**src/rtl/cpu_pkg.sv**
```systemverilog
// Shared core definitions: immediate-format codes, RV32I major opcodes and
// small helpers used by the encoder and the decode side of the core.
package cpu_pkg;

  typedef enum logic [2:0] {
    IMM_I = 3'b000,
    IMM_S = 3'b001,
    IMM_B = 3'b010,
    IMM_J = 3'b011,
    IMM_U = 3'b100,
    IMM_R = 3'b101
  } imm_src_t;

  localparam logic [6:0] OPC_LOAD   = 7'b0000011;
  localparam logic [6:0] OPC_OP_IMM = 7'b0010011;
  localparam logic [6:0] OPC_AUIPC  = 7'b0010111;
  localparam logic [6:0] OPC_STORE  = 7'b0100011;
  localparam logic [6:0] OPC_OP     = 7'b0110011;
  localparam logic [6:0] OPC_LUI    = 7'b0110111;
  localparam logic [6:0] OPC_BRANCH = 7'b1100011;
  localparam logic [6:0] OPC_JALR   = 7'b1100111;
  localparam logic [6:0] OPC_JAL    = 7'b1101111;

  // Instruction bits owned by the immediate in each format.
  localparam logic [31:0] MASK_I  = 32'hFFF0_0000;
  localparam logic [31:0] MASK_SB = 32'hFE00_0F80;
  localparam logic [31:0] MASK_JU = 32'hFFFF_F000;
  localparam logic [31:0] MASK_R  = 32'h0000_0000;

  // True when v[31:lsb] are all copies of one bit, i.e. v fits as a signed
  // value of lsb+1 bits.
  function automatic logic upper_bits_uniform(input logic [31:0] v,
                                              input logic [4:0]  lsb);
    logic [31:0] s;
    s = 32'($signed(v) >>> lsb);
    return (s == 32'h0000_0000) || (s == 32'hFFFF_FFFF);
  endfunction

endpackage

```
**src/rtl/imm_pack.sv**
```systemverilog
// Immediate scatter: places imm_i into its RV32I bit positions for the chosen
// format and reports whether the value is representable in that format.
module imm_pack
  import cpu_pkg::*;
(
  input  logic [31:0] imm_i,
  input  logic [2:0]  imm_src_i,
  output logic [31:0] imm_bits_o,
  output logic [31:0] imm_mask_o,
  output logic        range_ok_o
);

  // Per-format scatter, ownership mask and range check
  always_comb begin
    imm_bits_o = 32'h0000_0000;
    imm_mask_o = MASK_R;
    range_ok_o = 1'b0;
    case (imm_src_t'(imm_src_i))
      IMM_I: begin
        imm_bits_o = {imm_i[11:0], 20'h0_0000};
        imm_mask_o = MASK_I;
        range_ok_o = upper_bits_uniform(imm_i, 5'd11);
      end
      IMM_S: begin
        imm_bits_o = {imm_i[11:5], 13'h0000, imm_i[4:0], 7'h00};
        imm_mask_o = MASK_SB;
        range_ok_o = upper_bits_uniform(imm_i, 5'd11);
      end
      IMM_B: begin
        imm_bits_o = {imm_i[12], imm_i[10:5], 13'h0000, imm_i[4:1], imm_i[11], 7'h00};
        imm_mask_o = MASK_SB;
        range_ok_o = upper_bits_uniform(imm_i, 5'd12) && (imm_i[0] == 1'b0);
      end
      IMM_J: begin
        imm_bits_o = {imm_i[20], imm_i[10:1], imm_i[11], imm_i[19:12], 12'h000};
        imm_mask_o = MASK_JU;
        range_ok_o = upper_bits_uniform(imm_i, 5'd20) && (imm_i[0] == 1'b0);
      end
      IMM_U: begin
        imm_bits_o = {imm_i[31:12], 12'h000};
        imm_mask_o = MASK_JU;
        range_ok_o = (imm_i[11:0] == 12'h000);
      end
      IMM_R: begin
        imm_bits_o = 32'h0000_0000;
        imm_mask_o = MASK_R;
        range_ok_o = 1'b1;
      end
      default: begin
        imm_bits_o = 32'h0000_0000;
        imm_mask_o = MASK_R;
        range_ok_o = 1'b0;
      end
    endcase
  end

endmodule

```
**src/rtl/instr_encoder.sv**
```systemverilog
// RV32I instruction encoder: packs fields and immediate into a word, streams it
// with a byte address over valid/ready, and counts rejected (out-of-range) inputs.
module instr_encoder
  import cpu_pkg::*;
#(
  parameter int ADDR_WIDTH    = 32,
  parameter int ERR_CNT_WIDTH = 8
) (
  input  logic                     clk_i,
  input  logic                     rst_ni,
  input  logic                     valid_i,
  output logic                     ready_o,
  input  logic [6:0]               opcode_i,
  input  logic [4:0]               rd_i,
  input  logic [4:0]               rs1_i,
  input  logic [4:0]               rs2_i,
  input  logic [2:0]               funct3_i,
  input  logic [6:0]               funct7_i,
  input  logic [31:0]              imm_i,
  input  logic [2:0]               imm_src_i,
  input  logic                     load_i,
  input  logic [ADDR_WIDTH-1:0]    base_addr_i,
  input  logic                     clr_err_i,
  output logic [31:0]              instr_o,
  output logic [ADDR_WIDTH-1:0]    addr_o,
  output logic                     instr_valid_o,
  input  logic                     instr_ready_i,
  output logic                     err_o,
  output logic [ERR_CNT_WIDTH-1:0] err_cnt_o
);

  localparam logic [ADDR_WIDTH-1:0]    ADDR_ZERO = {ADDR_WIDTH{1'b0}};
  localparam logic [ADDR_WIDTH-1:0]    ADDR_STEP = ADDR_WIDTH'(32'd4);
  localparam logic [ERR_CNT_WIDTH-1:0] CNT_ZERO  = {ERR_CNT_WIDTH{1'b0}};
  localparam logic [ERR_CNT_WIDTH-1:0] CNT_ONE   = ERR_CNT_WIDTH'(32'd1);
  localparam logic [ERR_CNT_WIDTH-1:0] CNT_MAX   = {ERR_CNT_WIDTH{1'b1}};

  logic [31:0]              imm_bits_s;
  logic [31:0]              imm_mask_s;
  logic                     range_ok_s;
  logic [31:0]              base_word_s;
  logic [31:0]              encoded_s;
  logic                     accept_s;
  logic                     take_word_s;
  logic                     reject_s;
  logic [ADDR_WIDTH-1:0]    base_aligned_s;
  logic [ADDR_WIDTH-1:0]    word_addr_s;
  logic                     base_lsb_unused_s;

  logic [31:0]              instr_q,    instr_d;
  logic [ADDR_WIDTH-1:0]    addr_q,     addr_d;
  logic                     valid_q,    valid_d;
  logic [ADDR_WIDTH-1:0]    addr_cnt_q, addr_cnt_d;
  logic                     err_q,      err_d;
  logic [ERR_CNT_WIDTH-1:0] err_cnt_q,  err_cnt_d;

  imm_pack u_imm_pack (
    .imm_i      (imm_i),
    .imm_src_i  (imm_src_i),
    .imm_bits_o (imm_bits_s),
    .imm_mask_o (imm_mask_s),
    .range_ok_o (range_ok_s)
  );

  // R-type keeps funct7 in [31:25]; every other format overlays its imm bits.
  assign base_word_s = {funct7_i, rs2_i, rs1_i, funct3_i, rd_i, opcode_i};
  assign encoded_s   = (base_word_s & ~imm_mask_s) | (imm_bits_s & imm_mask_s);

  assign ready_o     = !valid_q || instr_ready_i;
  assign accept_s    = valid_i && ready_o;
  assign take_word_s = accept_s && range_ok_s;
  assign reject_s    = accept_s && !range_ok_s;

  assign base_aligned_s    = {base_addr_i[ADDR_WIDTH-1:2], 2'b00};
  assign base_lsb_unused_s = ^base_addr_i[1:0];
  assign word_addr_s       = load_i ? base_aligned_s : addr_cnt_q;

  // Output word register: capture on a legal accept, drop on retirement
  always_comb begin
    instr_d = instr_q;
    addr_d  = addr_q;
    valid_d = valid_q;
    if (take_word_s) begin
      instr_d = encoded_s;
      addr_d  = word_addr_s;
      valid_d = 1'b1;
    end else if (instr_ready_i) begin
      valid_d = 1'b0;
    end else begin
      valid_d = valid_q;
    end
  end

  // Address counter: load wins, then advance only past a produced word
  always_comb begin
    addr_cnt_d = word_addr_s + (take_word_s ? ADDR_STEP : ADDR_ZERO);
  end

  // Sticky error flag and saturating reject counter; a reject beats a clear
  always_comb begin
    err_d     = err_q;
    err_cnt_d = err_cnt_q;
    if (clr_err_i) begin
      err_d     = reject_s;
      err_cnt_d = reject_s ? CNT_ONE : CNT_ZERO;
    end else if (reject_s) begin
      err_d     = 1'b1;
      err_cnt_d = (err_cnt_q == CNT_MAX) ? err_cnt_q : err_cnt_q + CNT_ONE;
    end else begin
      err_d     = err_q;
      err_cnt_d = err_cnt_q;
    end
  end

  // State registers
  always_ff @(posedge clk_i or negedge rst_ni) begin
    if (!rst_ni) begin
      instr_q    <= 32'h0000_0000;
      addr_q     <= ADDR_ZERO;
      valid_q    <= 1'b0;
      addr_cnt_q <= ADDR_ZERO;
      err_q      <= 1'b0;
      err_cnt_q  <= CNT_ZERO;
    end else begin
      instr_q    <= instr_d;
      addr_q     <= addr_d;
      valid_q    <= valid_d;
      addr_cnt_q <= addr_cnt_d;
      err_q      <= err_d;
      err_cnt_q  <= err_cnt_d;
    end
  end

  assign instr_o       = instr_q;
  assign addr_o        = addr_q;
  assign instr_valid_o = valid_q;
  assign err_o         = err_q;
  assign err_cnt_o     = err_cnt_q;

endmodule

```
**config.mk**
```make
export PLATFORM = sky130hd
export DESIGN_NAME = instr_encoder
export DESIGN_NICKNAME = d
export VERILOG_FILES = /design/src/rtl/cpu_pkg.sv /design/src/rtl/imm_pack.sv /design/src/rtl/instr_encoder.sv
export SDC_FILE = /design/constraint.sdc
export NUM_CORES = 1
export LEC_CHECK = 0
export CORE_MARGIN = 2
export CORE_UTILIZATION = 38
export DETAILED_ROUTE_END_ITERATION = 7
export PLACE_DENSITY = 0.66
export SYNTH_ARGS = -nofsm -noshare
export SYNTH_HDL_FRONTEND = slang
export SYNTH_HIERARCHICAL = 1
export SYNTH_SLANG_ARGS = --single-unit
```
**constraint.sdc**
```tcl
create_clock -name clk_i -period 3.45 [get_ports clk_i]
set_input_delay 0.69 -clock clk_i [delete_from_list [all_inputs] [get_ports clk_i]]
set_output_delay 0.69 -clock clk_i [all_outputs]
set_load 0.03 [all_outputs]
```
**Word level (Yosys, flattened, before mapping)**

Cells that the tools add are included.

- Register bits after elaboration: 106
- Bits of input ports: 105
- Word-level logic and storage cells: 58

- Add/sub/neg operators: 2
- Equal/unequal tests: 10
- Muxes and demuxes: 13
- Bitwise logic cells: 5
- Reductions and logical operators: 22

Operator list:

| cell | number |
|---|---|
| $pmux W32 S5 | 1 |
| $eq A32 B32 Y1 const B | 3 |
| $logic_not A32 Y1 | 3 |
| $pmux W32 S3 | 1 |
| $and A32 B32 Y32 | 2 |
| $add A32 B3 Y32 | 1 |
| $mux W32 | 1 |
| $not A32 Y32 | 1 |
| $or A32 B32 Y32 | 1 |
| $mux W8 | 3 |
| $logic_not A12 Y1 | 1 |
| $add A8 B1 Y8 const B | 1 |
| $eq A8 B8 Y1 const B | 1 |
| $eq A3 B2 Y1 const B | 2 |
| $eq A3 B3 Y1 const B | 2 |
| $reduce_or A2 Y1 | 3 |
| $logic_and A1 B1 Y1 | 5 |
| $mux W1 | 5 |
| $pmux W1 S5 | 1 |
| $logic_or A1 B1 Y1 | 4 |
| $reduce_bool A2 Y1 | 2 |
| $eq A3 B1 Y1 const B | 1 |
| $logic_not A3 Y1 | 1 |
| $mux W3 | 1 |
| 4 further kinds | 5 |

**Logic depth before layout (Yosys ltp)**

Gate-level depths: netlist (run 1).

- Depth in word-level cells: 8
- Depth in mapped cells: 15
- Depth with buffers taken out: 13

**Hierarchy**

The synthesis (run 1) kept the hierarchy.

Modules (own cells, without submodules):

| module | instances | cells each | area an instance (sq um) | sequential area each (sq um) |
|---|---|---|---|---|
| instr_encoder | 1 | 499 | 5295.1 | 2652.5 |
| imm_pack | 1 | 134 | 857.1 | 0.0 |

**Worst setup path before layout (run 1)**

No wires, ideal clock.

- Kind: in2reg
- From: in imm_i[13]
- To: reg addr_cnt_q[29]
- Data arrival time: 3.335 ns
- Slack: 0.035 ns
- Stages on the path: 13
- Buffers on the path: 1
- Path through: or4_4 -> a2111oi_4 -> o22ai_1 -> o22ai_1 -> nand3_1 -> buf_2 -> clkinv_1 -> ha_1 -> nand4b_1 -> a21oi_4 -> nand4_1 -> nor3_2 -> xnor2_1

- Longest elaborated chain between the ends: 7

RTL lines:

| element | line | RTL |
|---|---|---|
| from (decl) | instr_encoder.sv:19 | `input logic [31:0] imm_i,` |
| $eq A32 B32 Y1 / $logic_not A32 Y1 (equally long branches) | cpu_pkg.sv:36 | `return (s == 32'h0000_0000) \|\| (s == 32'hFFFF_FFFF);` |
| $logic_or A1 B1 Y1 | cpu_pkg.sv:36 |  |
| $logic_and A1 B1 Y1 | imm_pack.sv:32 | `range_ok_o = upper_bits_uniform(imm_i, 5'd12) && (imm_i[0] == 1'b0);` |
| $pmux W1 S5 (*) | imm_pack.sv:18 | `case (imm_src_t'(imm_src_i))` |
| net range_ok_s | instr_encoder.sv:40 | `logic range_ok_s;` |
| $logic_and A1 B1 Y1 (*) | instr_encoder.sv:71 | `assign take_word_s = accept_s && range_ok_s;` |
| net take_word_s | instr_encoder.sv:44 | `logic take_word_s;` |
| $mux W3 (*) | instr_encoder.sv:96 | `addr_cnt_d = word_addr_s + (take_word_s ? ADDR_STEP : ADDR_ZERO);` |
| $add A32 B3 Y32 (*) | instr_encoder.sv:96 |  |
| net addr_cnt_d[29] | instr_encoder.sv:53 | `logic [ADDR_WIDTH-1:0] addr_cnt_q, addr_cnt_d;` |
| to (signal assigned) | instr_encoder.sv:128 | `addr_cnt_q <= addr_cnt_d;` |
| to (decl) | instr_encoder.sv:53 |  |

The timed path passes the listed nets; every way through them passes the cells marked *.
A chain may end at the register's enable or synchronous reset.

**Final worst setup path (run 1)**

- From: in imm_i[13]
- To: reg addr_cnt_q[23]

The elaborated chain is that of the path after synthesis.

==> flow_summary.ini, run 1 <==
[status]
outcome = completed

[clock_tree]
cts_tree = built
ctsHtreeMaxLevel = 3
clkLatencyLatePin_ns = 0.35
cts_buffers = 9
clk_pin_slew_ns = 0.07
clk_path_buf_depth = 2
clockRootBuffer = clkbuf_16
clock-sinks = 106

[synth]
async_flop_share = 1.00
synth.largest_area_cell = dfrtp_1
synthDistinctLibCells = 63
yosysWarnings = 6
avgSynthCellArea_um2 = 9.72
synth.area.top_cells = dfrtp_1, mux2i_1, nand2_1
syn_inst = 633
synth-seq-cells = 106
yosysMostFrequentCell = dfrtp_1
synthTopCellsByCount = dfrtp_1, nand2_1, mux2i_1, o21ai_0, buf_4
yosysSeqAreaShare = 0.431
synth_ff_type = dfrtp_1
synth_top_area_frac = 0.431
synth_edf_count = 0
netlist_area_mm2 = 0.00615

[timing]
worst_pin_slew_ns = 1.13
fmax_ghz = 0.310
hold-worst-slack_ns = 0.480
min_period_ns = 3.23
finalCritPeriodShare = 0.936
report.final.slew_viol_count = 0
finalSetupTns_ns = 0
grt_setup_unrepaired = no
slew_headroom = 0.249
skew_ns = 0.00839
setup_viol = 0
final-hold-violation-count = 0

[routing]
vias_per_cell = 5.01
wl_per_cell_um = 16.1
finalWirelength_mm = 16.7
drt_iter0_drc = 219
drt_first_pass_iters = 5
drc = 0
vias = 5199
antenna_left = 0

[final_layout]
final_cell_area_mm2 = 0.00863
num_antenna_cells = 0
fin_cells = 1037
nets = 925
drive_gt1_frac = 0.139
syn_to_final_growth_pct = 40.2
utilization = 0.545
fillCellCount = 1427

[critical_path]
worstPathMaxFanout = 5
crit_type = input port to flip-flop
ff2ff_path_depth = 9
end_kind = flip-flop
required_ns = 3.73
arrival_ns = 3.51
start_kind = input port

[power]
power_leakage_nw = 3.77
ir_worst_vdd_uv = 303
power.density_mw_per_mm2 = 451

[flow_run]
drv_cap = 0

[global_routing]
grt_pass1_vias = 5449
grt_max_degree = 120
antenna_found_initial = 0
grt-ovfl-total = 0
grt_pass1_wl_mm = 27.9
grt_use_total = 0.200

[floorplanning]
die_h_um = 131
ios = 180
die_area_mm2 = 0.0172
rows = 46
die_width_um = 131
core_mm2 = 0.0158
start_util = 0.389

[place]
place.detailed.hpwl_mm = 12.6
placedCellCount = 1019
io_buffers = 177
place_area_mm2 = 0.00817
globalplace.congestion = 0.892

[worst_hold_path]
hold_path_depth = 2
hp-class = flip-flop to flip-flop
final cells by class:
cell class | count | area [um2] | area share
clock inverter | 4 | 73.8 | 0.00856
multi-input combinational | 462 | 3170 | 0.368
sequential | 106 | 2650 | 0.307
clock buffer | 12 | 246 | 0.0286
timing repair buffer | 222 | 2150 | 0.250
inverter | 15 | 58.8 | 0.00682
tap | 216 | 270 | 0.0313
report_power, final:
| part | leakage, nW | switching [mW] | internal (mW) |
|---|---|---|---|
| sequential | 1.33 | 0.115 | 1.43 |
| combinational | 2.28 | 0.685 | 0.539 |
| clock | 0.157 | 0.463 | 0.659 |
| total | 3.77 | 1.26 | 2.63 |
metal layers:
| layer | part of all wire | routed length [um] | vias to the layer above | global-route usage |
|---|---|---|---|---|
| li1 | - | - | 2542 | - |
| met1 | 0.45 | 7450 | 2473 | 0.260 |
| met2 | 0.49 | 8170 | 154 | 0.332 |
| met3 | 0.039 | 650 | 30 | 0.0347 |
| met4 | 0.026 | 435 | 0 | 0.0815 |
| met5 | 0 | 0 | - | 0 |
state kept, by name, summed over array words and instances (netlist names):
register / flops
err_o: 1
addr_o: 32
instr_o: 32
instr_valid_o: 1
addr_cnt_q: 32
err_cnt_o: 8
final timing paths:
kind	to	from	slack [ns]
setup / recovery	addr_cnt_q[23]$_DFF_PN0_	imm_i[13]	0.22
hold / removal	instr_o[7]$_DFFE_PN0N_	instr_o[7]$_DFFE_PN0N_	0.48
setup reg to reg	addr_cnt_q[23]$_DFF_PN0_	instr_valid_o$_DFFE_PN0P_	1.33
hold reg to reg	instr_o[7]$_DFFE_PN0N_	instr_o[7]$_DFFE_PN0N_	0.48
max in group asynchronous	err_cnt_o[2]$_DFFE_PN0P_	rst_ni	2.07
min in group asynchronous	instr_o[24]$_DFFE_PN0N_	rst_ni	0.53
critical path: stages:
cell,delay (ns)
dlygate4sd2_1,0.27
or4_4,0.56
a2111oi_4,0.27
o22ai_2,0.15
o22ai_2,0.21
nand3_4,0.11
inv_4,0.08
ha_4,0.13
nand4b_1,0.19
a21oi_4,0.25
nand4_1,0.26
nor2b_1,0.22
xnor2_1,0.13
repair_timing:
| action | 4_1_cts | 5_1_grt |
|---|---|---|
| endpoints found under the hold margin | 0 | 0 |
| pin swaps | 9 | 13 |
| buffers inserted | 1 | 1 |
| hold buffers | 0 | 0 |
| gates resized for setup | 10 | 27 |
| endpoints found under the setup margin | 25 | 24 |
placed cells by master (no fill, tap or decap), types with 3 or more instances in the layout:
cell type and instances:
a21oi_1 7, a31oi_1 6, and2_1 5, buf_4 45, clkbuf_16 9, clkdlybuf4s50_1 155, conb_1 14, dfrtp_1 106
dlymetal6s2s_1 17, ha_1 3, inv_1 12, mux2_2 6, mux2i_1 65, nand2_1 98, nand2b_1 4, nand3_1 20
nand3b_1 5, nand4_1 12, nor2_1 23, nor2b_1 13, nor3_1 7, nor3_2 3, nor4_1 3, nor4_2 8
o21ai_0 65, o21ai_1 6, o21ai_2 3, o22ai_1 8, xnor2_1 25, xor2_1 7
cell families (layout without fill, tap and decap cells):
| logic type | Yosys count | after routing | synth area share |
|---|---|---|---|
| XOR/XNOR | 32 | 32 | 0.0456 |
| flip-flops | 106 | 106 | 0.431 |
| other | 1 | 14 | 0.000610 |
| buffers and inverters | 78 | 253 | 0.0771 |
| AO/OA/AOI/OAI | 115 | 115 | 0.120 |
| AND/OR/NAND/NOR | 226 | 226 | 0.201 |
| multiplexers | 71 | 71 | 0.117 |
| adder cells (fa/ha/maj) | 4 | 4 | 0.00814 |
through the flow:
step / setup slack [ns] / total power [mW]
floorplan: 0.0352 / 2.23
global placement: -0.548 / 2.77
detailed placement: -0.664 / 2.80
CTS: 0.0170 / 3.95
global route: 0.0257 / 4.11
finish: 0.220 / 3.89
Power figures use the tool's default switching activity.
==> inputs of run 2 (changes only) <==
clock period = 3.9 ns   (was 3.45 ns; I/O delays follow)
==> flow_summary.ini, run 2 (synthesized netlist as in run 1, its figures left out) <==
[timing]
finalCritPeriodShare = 0.948
worst_pin_slew_ns = 1.03
final-hold-violation-count = 0
slew_headroom = 0.316
report.final.slew_viol_count = 0
fmax_ghz = 0.271
setup_viol = 0
hold-worst-slack_ns = 0.477
skew_ns = 0.00845
min_period_ns = 3.70

[place]
io_buffers = 177
globalplace.congestion = 0.874
place_area_mm2 = 0.00807
placedCellCount = 1006
place.detailed.hpwl_mm = 12.4

[final_layout]
num_antenna_cells = 0
layout_commonest_cell = clkdlybuf4s50_1
final_cell_mix = clkdlybuf4s50_1, dfrtp_1, nand2_1
fillCellCount = 1423
syn_to_final_growth_pct = 36.7
final_cell_area_mm2 = 0.00841
nets = 910
fin_cells = 1022
drive_gt1_frac = 0.117

[flow_run]
drv_cap = 0

[global_routing]
gr-usage-met2 = 0.323
use_met3 = 0.0336
top_usage_layer = met2
grt_max_degree = 120
antenna_found_initial = 0
grt_use_total = 0.195
grt_pass1_vias = 5401
grt-ovfl-total = 0
use_met1 = 0.250
grt_pass1_wl_mm = 27.4

[status]
outcome = completed

[routing]
drt_first_pass_iters = 5
drc = 0
antenna_left = 0
finalWirelength_mm = 16.4
wl_per_cell_um = 16.1
vias = 5126
vias_per_cell = 5.02
drt_iter0_drc = 358

[worst_hold_path]
hold_path_depth = 2
hp-class = flip-flop to flip-flop

[critical_path]
start_kind = input port
crit_type = input port to flip-flop
reg2reg_slack_ns = 1.68
r2r_start = instr_valid_o$_DFFE_PN0P_
end_kind = flip-flop
r2r-end = addr_cnt_q[31]$_DFF_PN0_
arrival_ns = 3.97
endpoint = addr_cnt_q[31]$_DFF_PN0_
worstPathMaxFanout = 5
required_ns = 4.18
cp-startpoint = imm_i[18]
ff2ff_path_depth = 9

[floorplanning]
start_util = 0.389
core_mm2 = 0.0158
die_h_um = 131
ios = 180
rows = 46
die_area_mm2 = 0.0172
die_width_um = 131

[power]
ir_worst_vdd_uv = 218
power.density_mw_per_mm2 = 401
power_mw = 3.37
power_leakage_nw = 3.55

[clock_tree]
clk_pin_slew_ns = 0.07
ctsHtreeMaxLevel = 3
clkLatencyLatePin_ns = 0.35
clk_path_buf_depth = 2
cts_post_setup_buffers_inserted = 0
clock-sinks = 106
cts_tree = built
clockRootBuffer = clkbuf_16
cts_buffers = 9
==> run 2: changes by cell type in the layout (fill, tap and decap cells not counted), sizes merged <==
cell and change:
dlygate4sd2 -2, clkdlybuf4s15 -1, clkbuf -2, clkinv +3, buf -15, dlymetal6s2s -13
inv -1, clkdlybuf4s50 +16, clkinvlp +1, bufinv -1
==> run 2: metrics by stage <==
| step | util | setup TNS, ns | worst slack [ns] |
|---|---|---|---|
| global route | 0.531 | -0.00449 | -0.00449 |
| global placement | 0.510 | -2.86 | -0.245 |
| CTS | 0.529 | 0 | 0.0866 |
| floorplan | - | 0 | 0.395 |
| detailed placement | 0.510 | -6.35 | -0.371 |
| finish | 0.531 | 0 | 0.203 |
==> run 2: where the power goes <==
part           internal, mW  switching [mW]
Clock                 0.500           0.431
Sequential             1.27           0.100
Combinational         0.471           0.602
Total                  2.24            1.13
==> run 2: repair_timing <==
item | in CTS | in global routing
endpoints found under the setup margin | 1 | 18
hold buffers | 0 | 0
resized for setup | 1 | 10
pin swaps | 1 | 13
==> run 2: routing by layer <==
layer / routed length, um / part of all wire / up-vias
met5: 0 / 0 / -
met4: 468 / 0.029 / 0
met3: 779 / 0.047 / 34
met2: 8000 / 0.49 / 140
met1: 7170 / 0.44 / 2445
li1: - / - / 2507
==> run 2: worst min-delay path by stage <==
| stage | from | to | slack [ns] |
|---|---|---|---|
| after floorplan | addr_cnt_q[0]$_DFF_PN0_ | addr_cnt_q[0]$_DFF_PN0_ | 0.47 |
| after global placement | addr_o[20]$_DFFE_PN0N_ | addr_o[20]$_DFFE_PN0N_ | 0.46 |
| after detailed placement | addr_o[25]$_DFFE_PN0N_ | addr_o[25]$_DFFE_PN0N_ | 0.47 |
| after CTS | addr_o[25]$_DFFE_PN0N_ | addr_o[25]$_DFFE_PN0N_ | 0.49 |
| after global routing | addr_o[23]$_DFFE_PN0N_ | addr_o[23]$_DFFE_PN0N_ | 0.51 |
| final | addr_o[25]$_DFFE_PN0N_ | addr_o[25]$_DFFE_PN0N_ | 0.48 |
==> run 2: area by class of cell <==
cell class	count	area (um2)	share of cell area
inverters	15	56.3	0.00669
multi-input cells	462	3130	0.372
flip-flops and latches	106	2650	0.315
clock buffers	10	229	0.0272
repair buffers	207	2010	0.239
clock inverters	6	65.1	0.00773
well taps	216	270	0.0321
==> run 2: worst max-delay path, cell delays in order <==
cell	delay, ns
clkdlybuf4s50_1	0.42
or4_4	0.54
a2111oi_4	0.39
o22ai_2	0.12
o22ai_2	0.24
nand3_4	0.11
clkinv_1	0.08
ha_2	0.19
nand4_1	0.17
a21oi_4	0.27
nand4_1	0.27
nor3_2	0.26
xnor2_1	0.13
==> inputs of run 3 (changes only) <==
ABC_CLOCK_PERIOD_IN_PS = 3900   (was default)
CORE_UTILIZATION = 50   (was 38)
PLACE_DENSITY = 0.84   (was 0.66)
==> flow_summary.ini, run 3 (synthesized netlist as in run 1, its figures left out) <==
[status]
outcome = completed

[final_layout]
utilization = 0.699
nets = 912
final_cell_mix = clkdlybuf4s50_1, dfrtp_1, nand2_1
layout_commonest_cell = clkdlybuf4s50_1
fillCellCount = 917
syn_to_final_growth_pct = 36.4
drive_gt1_frac = 0.116
final_cell_area_mm2 = 0.00839

[critical_path]
required_ns = 4.17
worstPathMaxFanout = 5
arrival_ns = 3.96
crit_type = input port to flip-flop
start_kind = input port
end_kind = flip-flop

[flow_run]
drv_cap = 0

[place]
place_area_mm2 = 0.00800
io_buffers = 177
globalplace.congestion = 0.888
place.detailed.hpwl_mm = 12.8

[clock_tree]
clk_pin_slew_ns = 0.07
clockRootBuffer = clkbuf_16
cts_post_setup_buffers_inserted = 0
cts_buffers = 9
cts_hold_buffers = 0
cts_tree = built
clkLatencyLatePin_ns = 0.35
ctsHtreeMaxLevel = 3
clock-sinks = 106
clk_path_buf_depth = 2

[floorplanning]
core_mm2 = 0.0120
die_area_mm2 = 0.0132
die_h_um = 115
die_width_um = 115
ios = 180
rows = 40
start_util = 0.512

[routing]
highest_layer = met4
drc = 0
wl_per_cell_um = 17.4
vias = 5265
finalWirelength_mm = 16.7
vias_per_cell = 5.51
antenna_left = 0
m1WireLength_mm = 6.70
wl_met3_um = 834
drt_iter0_drc = 337
drt_first_pass_iters = 5
dr_wl_met2_mm = 8.62

[timing]
finalSetupTns_ns = 0
finalCritPeriodShare = 0.947
final-hold-violation-count = 0
setup_viol = 0
min_period_ns = 3.69
report.final.slew_viol_count = 0
worst_pin_slew_ns = 0.984
fmax_ghz = 0.271
slew_headroom = 0.344
skew_ns = 0.00741

[power]
power_leakage_nw = 3.58
ir_worst_vdd_uv = 256
power.density_mw_per_mm2 = 419

[global_routing]
grt_pass1_wl_mm = 27.1
grt_pass1_vias = 5450
grt_use_total = 0.261
grt_max_degree = 120
antenna_found_initial = 1
grt-ovfl-total = 0

[worst_hold_path]
hp-class = input port to async pin
run 3: cell count changes in the layout (fill, tap and decap cells not counted):
cell             before  now
nor4_1                4    6
nor4_2                8    5
clkbuf_8              0    1
dlymetal6s2s_1        4    3
clkinv_4              1    0
clkdlybuf4s50_1     171  172
diode_2               0    1
bufinv_16             1    3
buf_4                30   32
nor4_4                0    1
clkinvlp_4            1    0
inv_6                 1    2
clkinv_2              2    0
run 3: area by class of cell:
class | instances | area [um2] | area share
Multi-Input combinational cell | 462 | 3120 | 0.372
Clock inverter | 5 | 108 | 0.0128
Sequential cell | 106 | 2650 | 0.316
Tap cell | 147 | 184 | 0.0219
Inverter | 15 | 56.3 | 0.00671
Antenna cell | 1 | 2.50 | 0.000298
Clock buffer | 11 | 243 | 0.0289
Timing Repair Buffer | 209 | 2020 | 0.241
run 3: power by group:
| group | internal [mW] | total [mW] | switching [mW] | leakage (nW) |
|---|---|---|---|---|
| clock network | 0.651 | 1.07 | 0.418 | 0.171 |
| registers | 1.27 | 1.37 | 0.105 | 1.33 |
| logic | 0.473 | 1.08 | 0.605 | 2.08 |
run 3: path summary, 6_finish.rpt:
kind / to / from / cells past startpoint / slack (ns)
worst max-delay path: addr_cnt_q[31]$_DFF_PN0_ / imm_i[21] / 15 / 0.21
worst min-delay path: instr_o[14]$_DFFE_PN0N_ / rst_ni / 1 / 0.46
worst max register to register: addr_cnt_q[31]$_DFF_PN0_ / instr_valid_o$_DFFE_PN0P_ / 9 / 1.76
worst min register to register: instr_o[12]$_DFFE_PN0N_ / instr_o[12]$_DFFE_PN0N_ / 2 / 0.48
max in group asynchronous: instr_o[5]$_DFFE_PN0N_ / rst_ni / 2 / 2.57
min in group clk_i: instr_o[12]$_DFFE_PN0N_ / instr_o[12]$_DFFE_PN0N_ / 2 / 0.48
run 3: what timing repair did:
item                                   4_1_cts  5_1_grt
resized for setup                            0        9
setup endpoints to repair                    0       23
endpoints found under the hold margin        0        0
run 3: critical path, stage by stage:
cell and delay (ns):
clkdlybuf4s50_1 0.55, buf_4 0.14, nand4_1 0.08, or3_1 0.40, nor3_4 0.26, o22ai_2 0.10, o22ai_2 0.23, nand3_4 0.09
clkinv_1 0.10, ha_2 0.20, nand4_1 0.18, a21oi_4 0.26, nand4_1 0.25, nor3_2 0.20, xnor2_1 0.14
run 3: per-stage QoR:
stage | total power [mW] | hold WS [ns] | worst slack (ns) | instances
2_1_floorplan | 1.97 | 0.469 | 0.395 | 646
3_3_place_gp | 2.43 | 0.461 | -0.301 | 939
3_5_place_dp | 2.47 | 0.469 | -0.321 | 939
4_1_cts | 3.54 | 0.485 | 0.0350 | 955
5_1_grt | 3.68 | 0.500 | -0.0166 | 956
6_report | 3.52 | 0.462 | 0.207 | 956
run 3: routing by layer:
metal  up-vias  GRT usage
li1       2517          -
met1      2534      0.313
met2       179      0.460
met3        35     0.0548
met4         0     0.0988
met5         -          0
